$ cat config.mk
export PLATFORM = sky130hd
export DESIGN_NAME = wb_port_master
export DESIGN_NICKNAME = d
export VERILOG_FILES = /design/src/rtl/wb_port_master.sv
export SDC_FILE = /design/constraint.sdc
export NUM_CORES = 1
export LEC_CHECK = 0
export ABC_CLOCK_PERIOD_IN_PS = 10750
export CAP_MARGIN = 20
export CELL_PAD_IN_SITES_DETAIL_PLACEMENT = 1
export CELL_PAD_IN_SITES_GLOBAL_PLACEMENT = 2
export CORE_ASPECT_RATIO = 1.25
export CORE_UTILIZATION = 37
export CTS_BUF_LIST = sky130_fd_sc_hd__clkbuf_8 sky130_fd_sc_hd__clkbuf_16
export DETAILED_ROUTE_END_ITERATION = 8
export GPL_ROUTABILITY_DRIVEN = 0
export PLACE_DENSITY_LB_ADDON = 0.1
export SYNTH_ARGS = -nofsm -noshare
export SYNTH_HDL_FRONTEND = slang
export SYNTH_SLANG_ARGS = --single-unit
$ cat constraint.sdc
create_clock -name clk_i -period 10.75 [get_ports clk_i]
set_clock_uncertainty 0.15 [all_clocks]
set_input_delay 3.225 -clock clk_i [delete_from_list [all_inputs] [get_ports clk_i]]
set_output_delay 3.225 -clock clk_i [all_outputs]
set_load 0.005 [all_outputs]
$ cat src/rtl/wb_port_master.sv
// Purpose : drives one dual_port_ram Wishbone port from a cmd stream and returns in-order responses.
// Latency : cmd accept -> stb 1 cycle; stb issue -> ack -> rsp_valid_o two cycles after stb at the earliest.
// Backpress: cmd_ready_o drops when held+in-flight+buffered work would exceed RSP_DEPTH; stb held through stall.
// Optional: define WB_TIMEOUT_EN to retire unacknowledged transactions as error responses after TO_CYCLES.
module wb_port_master #(
   parameter int ADDR_W    = 9,
   parameter int DATA_W    = 32,
   parameter int RSP_DEPTH = 4,
   parameter int TO_CYCLES = 64
) (
   input  logic                  clk_i,
   input  logic                  rst_i,
   input  logic                  cmd_valid_i,
   output logic                  cmd_ready_o,
   input  logic                  cmd_we_i,
   input  logic [ADDR_W-1:0]     cmd_addr_i,
   input  logic [DATA_W/8-1:0]   cmd_sel_i,
   input  logic [DATA_W-1:0]     cmd_wdata_i,
   output logic                  rsp_valid_o,
   input  logic                  rsp_ready_i,
   output logic                  rsp_we_o,
   output logic [DATA_W-1:0]     rsp_rdata_o,
   output logic                  rsp_err_o,
   output logic                  wb_stb_o,
   output logic                  wb_we_o,
   output logic [ADDR_W-1:0]     wb_addr_o,
   output logic [DATA_W/8-1:0]   wb_sel_o,
   output logic [DATA_W-1:0]     wb_data_o,
   input  logic                  wb_stall_i,
   input  logic                  wb_ack_i,
   input  logic [DATA_W-1:0]     wb_data_i,
   output logic                  busy_o,
   output logic                  proto_err_o
);

   localparam int SEL_W = DATA_W / 8;
   localparam int PW    = $clog2(RSP_DEPTH);
   localparam int CW    = PW + 1;

   // Pointer arithmetic relies on natural wrap, so the depth must be a power of two.
   if (RSP_DEPTH < 2 || (RSP_DEPTH & (RSP_DEPTH - 1)) != 0) begin : gBadDepth
      $error("wb_port_master: RSP_DEPTH must be a power of two >= 2");
   end
   if (TO_CYCLES < 1) begin : gBadTimeout
      $error("wb_port_master: TO_CYCLES must be >= 1");
   end

   typedef enum logic {IDLE, REQ} state_t;

   state_t              state;
   logic [CW-1:0]       outCnt;
   logic [CW-1:0]       outNext;
   logic [RSP_DEPTH-1:0] weQ;
   logic [RSP_DEPTH-1:0] weQNext;

   logic [DATA_W-1:0]   fifoData [RSP_DEPTH];
   logic [RSP_DEPTH-1:0] fifoWe;
   logic [PW-1:0]       wrPtr;
   logic [PW-1:0]       rdPtr;
   logic [CW-1:0]       fifoCnt;
   logic [CW-1:0]       pushN;

   logic                issue;
   logic                ackHit;
   logic                cmdAcc;
   logic                rspPop;
   logic                credit;
   logic [CW:0]         creditSum;
   logic                toFire;
   logic                protoErr;

   assign issue  = wb_stb_o & ~wb_stall_i;
   // An ack with nothing in flight is a slave protocol violation and is not turned into a response.
   assign ackHit = wb_ack_i & (outCnt != '0);

   // The held request counts against the budget so an accepted command always has a FIFO slot waiting.
   assign creditSum   = {1'b0, outCnt} + {1'b0, fifoCnt} + {{CW{1'b0}}, wb_stb_o};
   assign credit      = creditSum < (CW+1)'(RSP_DEPTH);
   assign cmd_ready_o = credit & ((state == IDLE) | issue);
   assign cmdAcc      = cmd_valid_i & cmd_ready_o;

   assign rsp_valid_o = (fifoCnt != '0);
   assign rsp_we_o    = fifoWe[rdPtr];
   assign rsp_rdata_o = fifoData[rdPtr];
   assign rspPop      = rsp_valid_o & rsp_ready_i;

   assign busy_o      = (state == REQ) | (outCnt != '0) | (fifoCnt != '0);
   assign proto_err_o = protoErr;

   // Request FSM: registers the command onto the bus and holds it until the slave takes it.
   always_ff @(posedge clk_i) begin
      if (rst_i) begin
         state     <= IDLE;
         wb_stb_o  <= 1'b0;
         wb_we_o   <= 1'b0;
         wb_addr_o <= '0;
         wb_sel_o  <= '0;
         wb_data_o <= '0;
      end else begin
         case (state)
            IDLE: begin
               if (cmdAcc) begin
                  state     <= REQ;
                  wb_stb_o  <= 1'b1;
                  wb_we_o   <= cmd_we_i;
                  wb_addr_o <= cmd_addr_i;
                  wb_sel_o  <= cmd_sel_i;
                  wb_data_o <= cmd_wdata_i;
               end
            end
            REQ: begin
               if (!wb_stall_i) begin
                  if (cmdAcc) begin
                     wb_we_o   <= cmd_we_i;
                     wb_addr_o <= cmd_addr_i;
                     wb_sel_o  <= cmd_sel_i;
                     wb_data_o <= cmd_wdata_i;
                  end else begin
                     state    <= IDLE;
                     wb_stb_o <= 1'b0;
                  end
               end
            end
            default: begin
               state    <= IDLE;
               wb_stb_o <= 1'b0;
            end
         endcase
      end
   end

   // Next in-flight count and write-flag queue: ack retires the oldest (bit 0), issue appends at the tail.
   always_comb begin
      weQNext = weQ;
      outNext = outCnt;
      if (ackHit) begin
         weQNext = weQ >> 1;
         outNext = outCnt - CW'(1);
      end
      if (toFire) begin
         weQNext = '0;
         outNext = '0;
      end
      if (issue) begin
         weQNext[outNext[PW-1:0]] = wb_we_o;
         outNext = outNext + CW'(1);
      end
   end

   // Response entries written this cycle: one per ack, or every in-flight txn on a timeout.
   always_comb begin
      pushN = '0;
      if (ackHit) begin
         pushN = CW'(1);
      end else if (toFire) begin
         pushN = outCnt;
      end
   end

   // In-flight tracking, FIFO pointers and the sticky protocol-error flag.
   always_ff @(posedge clk_i) begin
      if (rst_i) begin
         outCnt   <= '0;
         weQ      <= '0;
         wrPtr    <= '0;
         rdPtr    <= '0;
         fifoCnt  <= '0;
         protoErr <= 1'b0;
      end else begin
         outCnt  <= outNext;
         weQ     <= weQNext;
         wrPtr   <= wrPtr + pushN[PW-1:0];
         rdPtr   <= rdPtr + {{(PW-1){1'b0}}, rspPop};
         fifoCnt <= fifoCnt + pushN - {{PW{1'b0}}, rspPop};
         if (wb_ack_i && outCnt == '0) begin
            protoErr <= 1'b1;
         end
      end
   end

   // Response storage; write completions carry zero data so stale bus data never leaks out.
   always_ff @(posedge clk_i) begin
      if (ackHit) begin
         fifoData[wrPtr] <= weQ[0] ? '0 : wb_data_i;
         fifoWe[wrPtr]   <= weQ[0];
      end else if (toFire) begin
         for (int k = 0; k < RSP_DEPTH; k++) begin
            if (CW'(k) < outCnt) begin
               fifoData[wrPtr + PW'(k)] <= '0;
               fifoWe[wrPtr + PW'(k)]   <= weQ[k];
            end
         end
      end
   end

`ifdef WB_TIMEOUT_EN
   localparam int TW = $clog2(TO_CYCLES + 1);

   logic [TW-1:0]        toCnt;
   logic [RSP_DEPTH-1:0] fifoErr;

   assign toFire    = (outCnt != '0) & ~ackHit & (toCnt == TW'(TO_CYCLES - 1));
   assign rsp_err_o = fifoErr[rdPtr];

   // Ack watchdog: restarts on every ack and idles while nothing is in flight.
   always_ff @(posedge clk_i) begin
      if (rst_i || outCnt == '0 || ackHit || toFire) begin
         toCnt <= '0;
      end else begin
         toCnt <= toCnt + TW'(1);
      end
   end

   // Error flag per FIFO entry, written alongside the data entry.
   always_ff @(posedge clk_i) begin
      if (ackHit) begin
         fifoErr[wrPtr] <= 1'b0;
      end else if (toFire) begin
         for (int k = 0; k < RSP_DEPTH; k++) begin
            if (CW'(k) < outCnt) begin
               fifoErr[wrPtr + PW'(k)] <= 1'b1;
            end
         end
      end
   end
`else
   assign toFire    = 1'b0;
   assign rsp_err_o = 1'b0;
`endif

endmodule

* Word level (Yosys, flattened, before mapping)
Memories as Yosys holds them, arrays and structs flattened. A register that Yosys moved wholly into a read port is not among the register bits.
Cells that the tools add are included.
** Word-level totals
- Bits in registers :: 67
- Memory bits (writable) :: 128
- Word-level logic and storage cells :: 84
- Memories kept :: 1
** Operators by class
- $add $sub $neg :: 8
- Order comparisons :: 6
- Equality and inequality tests :: 3
- Muxes and demuxes :: 36
- Bitwise operators :: 10
- Reductions and logical operators :: 7
** Memories
- fifoData :: words 4, width 32, rd ports 1, clocked after Yosys merged registers in 1, write ports 1, line 56 : logic [DATA_W-1:0] fifoData [RSP_DEPTH];
** Operators by type and width (count)
- $mux W32 :: 3
- $pmux W32 S2 :: 1
- $mux W9 :: 2
- $pmux W9 S2 :: 1
- $mux W4 :: 4
- $mux W1 :: 13
- $lt A2 B3 Y1 const B :: 3
- $bwmux W4 :: 2
- $pmux W4 S2 :: 1
- $mux W3 :: 2
- $ne A2 B2 Y1 const B :: 3
- $pmux W1 S2 :: 3
- $reduce_bool A3 Y1 :: 2
- $and A1 B1 Y1 :: 5
- $add A3 B3 Y4 :: 1
- $add A4 B1 Y4 :: 1
- $demux W1 S2 :: 2
- $ge A2 B1 Y1 const B :: 2
- $lt A4 B3 Y1 const B :: 1
- $add A3 B1 Y3 const B :: 1
- $add A3 B3 Y3 :: 1
- $logic_and A1 B1 Y1 :: 3
- $logic_not A3 Y1 :: 1
- $or A1 B1 Y1 :: 3
- other kinds (8) :: 9

* Depth between registers and ports, before layout
Gate-level depths: netlist of run 1.
- Depth in word-level cells :: 9
- Depth in mapped cells :: 12
- Mapped depth without buffers :: 11

* Worst setup path before layout of run 1
Ideal clock, no wire load.
- Path kind :: in2out
- From :: input port wb_stall_i
- To :: output port cmd_ready_o
- Arrival :: 3.635 ns
- Data required time :: 7.375 ns
- Path slack :: 3.740 ns
- Stages :: 3
- Path buffers :: 1
- Cells stage by stage :: nor2b_2 > buf_6 > o221a_2
** Between the ends
- Cells in the longest elaborated chain, start to end :: 4
** Ends and longest elaborated chain
- from (decl) :: line 29 : input logic wb_stall_i,
- $not A1 Y1 :: line 72 : assign issue = wb_stb_o & ~wb_stall_i;
- $and A1 B1 Y1 :: line 72
- $or A1 B1 Y1 :: line 79 : assign cmd_ready_o = credit & ((state == IDLE) | issue);
- $and A1 B1 Y1 :: line 79
- to (decl) :: line 14 : output logic cmd_ready_o,
Every way passes these cells.

* Worst setup path in the final report of run 1
Ends and elaborated chain as after synthesis.

==> metrics list, run 1 <==
- After layout, the minimum clock period comes to 8.28 ns.
* Post-synthesis area per instance: 14.5 µm²
* DRT antenna net count: 0
- Sort of element at the end of the critical path: primary output
* Buffer count from post-CTS setup fixing: 0
- Num ports: 169
* NumNets Final: between 700 and 800
- Finish-stage setup viols: 0
* Detailed Route Iter0 Violations: ~190
* Cell type group with the largest total delay on the critical path: buffers and inverters
* Critical path start-end classification: input port to primary output
- Final critical-path share of the clock period: 0.771
- Diodes inserted: 0
- Top post-synthesis cells by count: 132 x edfxtp_1, 105 x nand2_1, 63 x dfxtp_1
- Slew at the pin closest to its max-slew limit: 0.966 ns
* Top cell by count, worst path: clkdlybuf4s50_1
- Final Hold Viols: 0
* Area of the die: 21100 µm²
* Cell breakdown of the critical path: clkdlybuf4s50_1 -> nor2b_2 -> o221a_2 -> clkdlybuf4s50_1
- Area leader, netlist: edfxtp_1
- After synthesis, the share of flip-flops with an asynchronous set or reset is 0.
- Type of the tightest min-delay check: flip-flop to flip-flop
* Unrepaired setup endpoints after global routing: false
* Proportion of netlist area held by the largest area contributor: 0.523
- In this run the tool buffered the top-level ports with 167 buffer cells.
- H-tree lvl count: 4
- In this run, post-CTS repair resized a total of 0 instances.
* Power density over cell area: 244 nW/µm²
* Insertion delay of the later-clocked pin in the worst-skew pair: 0.43 ns
- Die outline width: 130 µm
- After filler insertion, the fill cell instance count of the layout stands at 2037.
* Leading register cell type out of synthesis: edfxtp_1
* Peak supply drop: 0.126 mV
* Antenna violations before repair: 0
- Max-cap violation count: 0
- The first global-routing pass estimated 26.6 mm of wire.
- Leakage: 3.40 nW
- For this run, the total global-route usage over all layers was measured as 0.170.
- Worst setup SP type: input port
- Drt via density: 4.83
* Number of clock sinks: between 150 and 200
- Utilization of the core after routing: 0.502
- Aggregate global routing overflow: 0
- Outcome: completed
- The routed layout has 4664 vias.
- In the post-synthesis netlist, the cell with the most instances is edfxtp_1.
- The total area inside the core boundary comes to 20100 µm².
- Clock tree from TritonCTS: done
- Via count of the first global-routing pass: 5035
- FP Rows: 58
- In this run the worst path has a maximum fanout of 9.
- Sorting the synthesized cells by area gives the leading types as edfxtp_1 52%, dfxtp_1 17%, mux4_2 9.8%.
* Post-synth EDFFs: 132
- The number of clock buffers added by TritonCTS is 17.
- For this configuration, the core starts out at a cell density of 0.377.
- Of the cells placed in the final design, the portion with a size suffix greater than 1 is 0.124.
- Yosys synthesis warning count: 0
* Setup tns final: 0 ns
- Die Ht: 162 µm
* 1st-pass router iterations: 5
- Critical Path AT: 4.91 ns
* Maximum number of pins on one net before global-route repair: 64
- After clock tree synthesis, the clock-pin slew on the worst setup and hold paths is roughly 0.08 ns.
* Post-Synthesis Net Count: 620
* Data required, critical path: 7.38 ns
* Max-slew headroom at the worst pin: 0.356
- The cell count after synthesis came out at 522.
- The largest single stage delay on the critical path is 0.52 ns.
- Synthesis inferred 195 register bits.
- CTS placed an instance of clkbuf_16 at the clock tree root.
* Distinct cell type count after synthesis: 34
- FMAX: around 120 MHz
- Slew Viols, Final: 0
- In the final routed layout, each cell accounts on average for 17.7 µm.
- The cell area that synthesis handed to floorplanning was 7580 µm².
- Slowest cell on crit path: clkdlybuf4s50_1
- Sequential-to-total area share from yosys stat: 0.689
- The routed design has ~17 mm of wire.
* DRC violations left: 0
- CTS max path bufs: 2
- The number of hold buffers added after CTS was 0.
- Layout overhead on the synthesized area: 33.0%
- The wire-length estimate of the detail-placed layout is 11.1 mm.
- Counting both buffers and inverters, the worst setup path holds a total of 2.
==> per-layer routing <==
| layer | track usage | up-vias | part of all wire |
|---|---|---|---|
| met5 | 0 | - | 0 |
| li1 | - | 2204 | - |
| met4 | 0.0534 | 0 | 0.012 |
| met2 | 0.304 | 122 | 0.52 |
| met1 | 0.186 | 2324 | 0.40 |
| met3 | 0.0599 | 14 | 0.065 |
==> where the power goes <==
| group | switching (mW) | total, mW | internal [mW] |
|---|---|---|---|
| sequential | 0.0859 | 1.04 | 0.954 |
| clock | 0.316 | 0.632 | 0.317 |
| combinational | 0.346 | 0.784 | 0.438 |
==> cell usage in the layout, fill, tap and decap left out, types with 2 or more instances in the layout <==
cell and n:
a21oi_1 53, mux4_2 33, o221a_2 2, dfxtp_1 60
nand2_1 105, inv_6 3, buf_4 5, clkdlybuf4s50_1 166
clkinv_8 2, nand3_1 3, nor3_1 2, ha_1 13
xnor2_1 6, a311oi_1 3, dfxtp_2 3, inv_1 12
edfxtp_1 132, nor2b_1 36, or3_1 2, clkbuf_16 17
nor2_1 8, inv_8 7
==> cells by family (layout without fill, tap and decap cells) <==
| family | after synthesis | count (layout) | synth area share |
|---|---|---|---|
| fa+ha+maj | 14 | 14 | 0.0241 |
| other cells | 1 | 1 | 0.000494 |
| flops | 195 | 195 | 0.689 |
| compound gates | 62 | 62 | 0.0474 |
| simple gates | 167 | 167 | 0.101 |
| mux | 33 | 33 | 0.0980 |
| buf+inv | 43 | 217 | 0.0302 |
| xor+xnor | 7 | 7 | 0.00990 |
==> metrics by stage <==
| step | hold slack [ns] | setup slack, ns | power (mW) | cell area [µm²] | instances |
|---|---|---|---|---|---|
| floorplan | 0.298 | 3.74 | 1.47 | 7580 | 522 |
| global placement | 0.292 | 2.49 | 1.83 | 9480 | 933 |
| detailed placement | 0.300 | 2.47 | 1.86 | 9500 | 934 |
| CTS | 0.313 | 2.46 | 2.50 | 10100 | 966 |
| global route | 0.332 | 2.40 | 2.60 | 10100 | 966 |
| finish | 0.307 | 2.47 | 2.46 | 10100 | 966 |
==> layout make-up <==
cell class / instances / area [µm²] / share of cell area
Sequential cell: 195 / 5230 / 0.518
Tap cell: 270 / 338 / 0.0335
Timing Repair Buffer: 173 / 1720 / 0.171
Clock inverter: 15 / 168 / 0.0166
Clock buffer: 17 / 425 / 0.0422
Multi-Input combinational cell: 284 / 2160 / 0.214
Inverter: 12 / 45.0 / 0.00446
==> path summary, 6_finish.rpt <==
kind                                    start        endpoint  slack (ns)  cells after the start
worst max-delay path               wb_stall_i     cmd_ready_o        2.47                      4
worst min-delay path            wb_data_o[19]   wb_data_o[19]        0.31                      2
worst max register to register      outCnt[0]  fifoData[3][1]        7.93                      6
worst min register to register  wb_data_o[19]   wb_data_o[19]        0.31                      2
==> worst min-delay path, stage by stage, from the launching register on <==
cell,delay (ns)
dfxtp_1,0.31
nand2_1,0.05
a21oi_1,0.05
==> state kept, by name, summed over array words and instances, names as in the netlist <==
register / cells
fifoWe: 4
wb_stb_o: 1
outCnt: 3
fifoData: 128
state: 1
wb_we_o: 1
weQ: 4
fifoCnt: 3
wb_data_o: 32
wb_addr_o: 9
wrPtr: 2
proto_err_o: 1
rdPtr: 2
wb_sel_o: 4
(Power assumes the default switching activity.)
==> run 2, diff against run 1 <==
- ABC_CLOCK_PERIOD_IN_PS: 10750 -> 7100
- CORE_UTILIZATION: 37 -> 31
- clock period: 10.75 -> 7.1 ns (I/O delays scaled with it)
==> metrics list, run 2 (synthesis results as in run 1) <==
* Outcome: completed
- Compared with the post-synthesis result, the final layout area differs by 33.4%.
- Number of clock sinks: just under 200
* Commonest non-fill, non-tap cells in the layout: 166 x clkdlybuf4s50_1, 132 x edfxtp_1, 105 x nand2_1, 60 x dfxtp_1, 53 x a21oi_1
- Post-Layout Inst Area: 10100 µm²
- Across all hold checks on the routed design, the worst slack comes to 0.306 ns.
- CTS max path bufs: 2
* Worst R2R Path Depth: 6
- In the final layout, the share of cells above drive strength 1 is 0.119.
- The number of buffers and inverters on the critical path is 2.
- RR Endpoint: fifoData[3][5]
- Max-cap violation count: 0
* Maximum number of pins on one net before global-route repair: 64
- Finish-stage setup viols: 0
- The tightest min-delay check is of the flip-flop to flip-flop type.
- Utilization of the core after routing: 0.424
- Biggest cell delay along the critical path: 0.51 ns
- Num ports: 169
- DRC violations left: 0
- The H-tree generated during clock tree synthesis spans 4 levels.
- Counting I/O delays and the setup requirement, the final critical path takes 6.11 ns.
* Unrepaired setup endpoints after global routing: false
* Data required, critical path: 4.82 ns
- The design draws ~3.7 mW.
- 1st-pass router iterations: 4
* Launch point of the worst reg-to-reg path: outCnt[0]
- After clock tree synthesis, the flow added hold-fix buffers numbering 0.
- Top cell by count, worst path: clkdlybuf4s50_1
- Once placement finished, the instance area stood at 9550 µm².
- Leaving out fill and tap cells, the most frequent cell in the layout is clkdlybuf4s50_1.
* Setup tns final: 0 ns
* Area of the core: 23900 µm²
- Dpl cells: ~1000
- Insertion delay of the later-clocked pin in the worst-skew pair: 0.43 ns
* Clock buffers created by TritonCTS: 17
* Slew Viols, Final: 0
- Measured along the y axis, the die boundary spans 177 µm.
* Drt via density: about 4.6
* Aggregate global routing overflow: 0
- The path with the worst hold slack has its endpoint at wb_sel_o[0].
- Once the clock tree was built, the setup fixing pass inserted 0 buffers.
- The largest registers in the layout are fifoData (128), wb_data_o (32), wb_addr_o (9).
* Non-filler cells, final: 1020
- Final Hold Viols: 0
- Clock Power Share: 0.252
- The slowest stage of the critical path is the clkdlybuf4s50_1 cell.
- Via count of the first global-routing pass: roughly 5.2k
* Routed Wire Length: 17.7 mm
* Hold Path Stages: 2
* Area of the die: ~25000 µm²
- The number of antenna diodes in the final layout is 0.
- After layout, the worst setup slack is a little under 1 ns.
- The initial utilization of the core area, before any placement, comes to 0.318.
- In this run the most critical hold path is launched from wb_sel_o[0].
- The detail route stage leaves a number of antenna-violating nets equal to 0.
- Peak supply drop: 0.175 mV
- Die outline width: 142 µm
- Sort of element at the end of the critical path: primary output
* FMAX: 164 MHz
* Critical Path AT: 3.83 ns
* Max-slew headroom at the worst pin: 0.332
- Antenna violations before repair: 1
- Clock tree from TritonCTS: done
* Vias after detailed routing: about 4.7k
- NumNets Final: 781
- The number of gates resized after CTS was 0.
- Power spread over the standard cell area amounts to 366 nW/µm².
* Slew at the pin closest to its max-slew limit: 1.00 ns
- The tree is rooted in a clkbuf_16.
- Detailed placement finished with a half-perimeter wire length of 11.1 mm.
- Leakage: 3.37 nW
- After the first detailed-routing iteration, the DRC count stood at 152.
- Clock input transition at the sequential cells of the worst setup and hold paths: 0.07 ns
* Global-route wire length before repair: 27.9 mm
* Worst reg2reg setup slack: roughly 4.3 ns
* Worst setup SP type: input port
- The share of total power dissipated in combinational logic is 0.317.
- Average wire per cell in the routed design: 17.4 µm
- Placement Setup Slack: 0.972 ns
- Global router's overall resource usage: 0.151
* Final critical-path share of the clock period: 0.860
- Critical path start-end classification: input port to primary output
- The register with the most flip-flops in the layout has 128 of them.
* Register bank with the most flops: fifoData
- The analysis attributes to net switching a power of 1.08 mW.
* Net switching fraction of the power: 0.291
- FP Rows: 63
* Cell breakdown of the critical path: clkdlybuf4s50_1 -> nor2b_2 -> o221a_2 -> clkdlybuf4s50_1
- In this design, the largest share of critical-path delay is due to buffers and inverters.
* Sequential group share of total power: 0.431
* Cell internal power dissipation: around 2.6 mW
- Critical-path maximum fanout: 9
* Port-buffer cells: 167
## run 2: worst max-delay path by stage
stage	slack (ns)	to	from	cells after the start
2_1_floorplan	1.76	fifoData[1][0]	wb_ack_i	2
3_3_place_gp	1.00	cmd_ready_o	wb_stall_i	4
3_5_place_dp	0.97	cmd_ready_o	wb_stall_i	4
4_1_cts	0.97	cmd_ready_o	wb_stall_i	4
5_1_grt	0.92	cmd_ready_o	wb_stall_i	4
6_report	0.99	cmd_ready_o	wb_stall_i	4
## run 2: power by group through the flow
stage          combinational (mW)  sequential, mW  clock, mW
2_1_floorplan               0.681            1.55          0
3_3_place_gp                 1.17            1.61          0
3_5_place_dp                 1.20            1.63          0
4_1_cts                      1.21            1.61      0.968
5_1_grt                      1.29            1.63       1.01
6_report                     1.17            1.59      0.933
## run 2: routing by layer
metal,vias up,GRT usage,part of all wire
met4,2,0.0645,0.018
met2,130,0.276,0.53
met1,2346,0.157,0.39
li1,2197,-,-
met5,-,0,0.00073
met3,21,0.0476,0.064
## run 2: final cells by class
cell class | instances | area, µm²
sequential | 195 | 5230
fill | 2486 | 13800
clock inverter | 14 | 139
clock buffer | 17 | 425
multi-input combinational | 284 | 2160
tap | 325 | 407
timing repair buffer | 173 | 1710
inverter | 12 | 45.0
## run 2: worst reg2reg max path, cell delays in order, from the launching register on
cell      delay (ns)
dfxtp_1         0.36
inv_1           0.09
ha_1            0.20
nand2b_1        0.15
nand2_2         0.18
inv_1           0.33
and3_2          0.92
==> run 3, diff against run 2 <==
- SETUP_SLACK_MARGIN: default -> 0.5
==> results of run 3 <==
The final DEF is identical to that of run 2; final timing and power are the same.
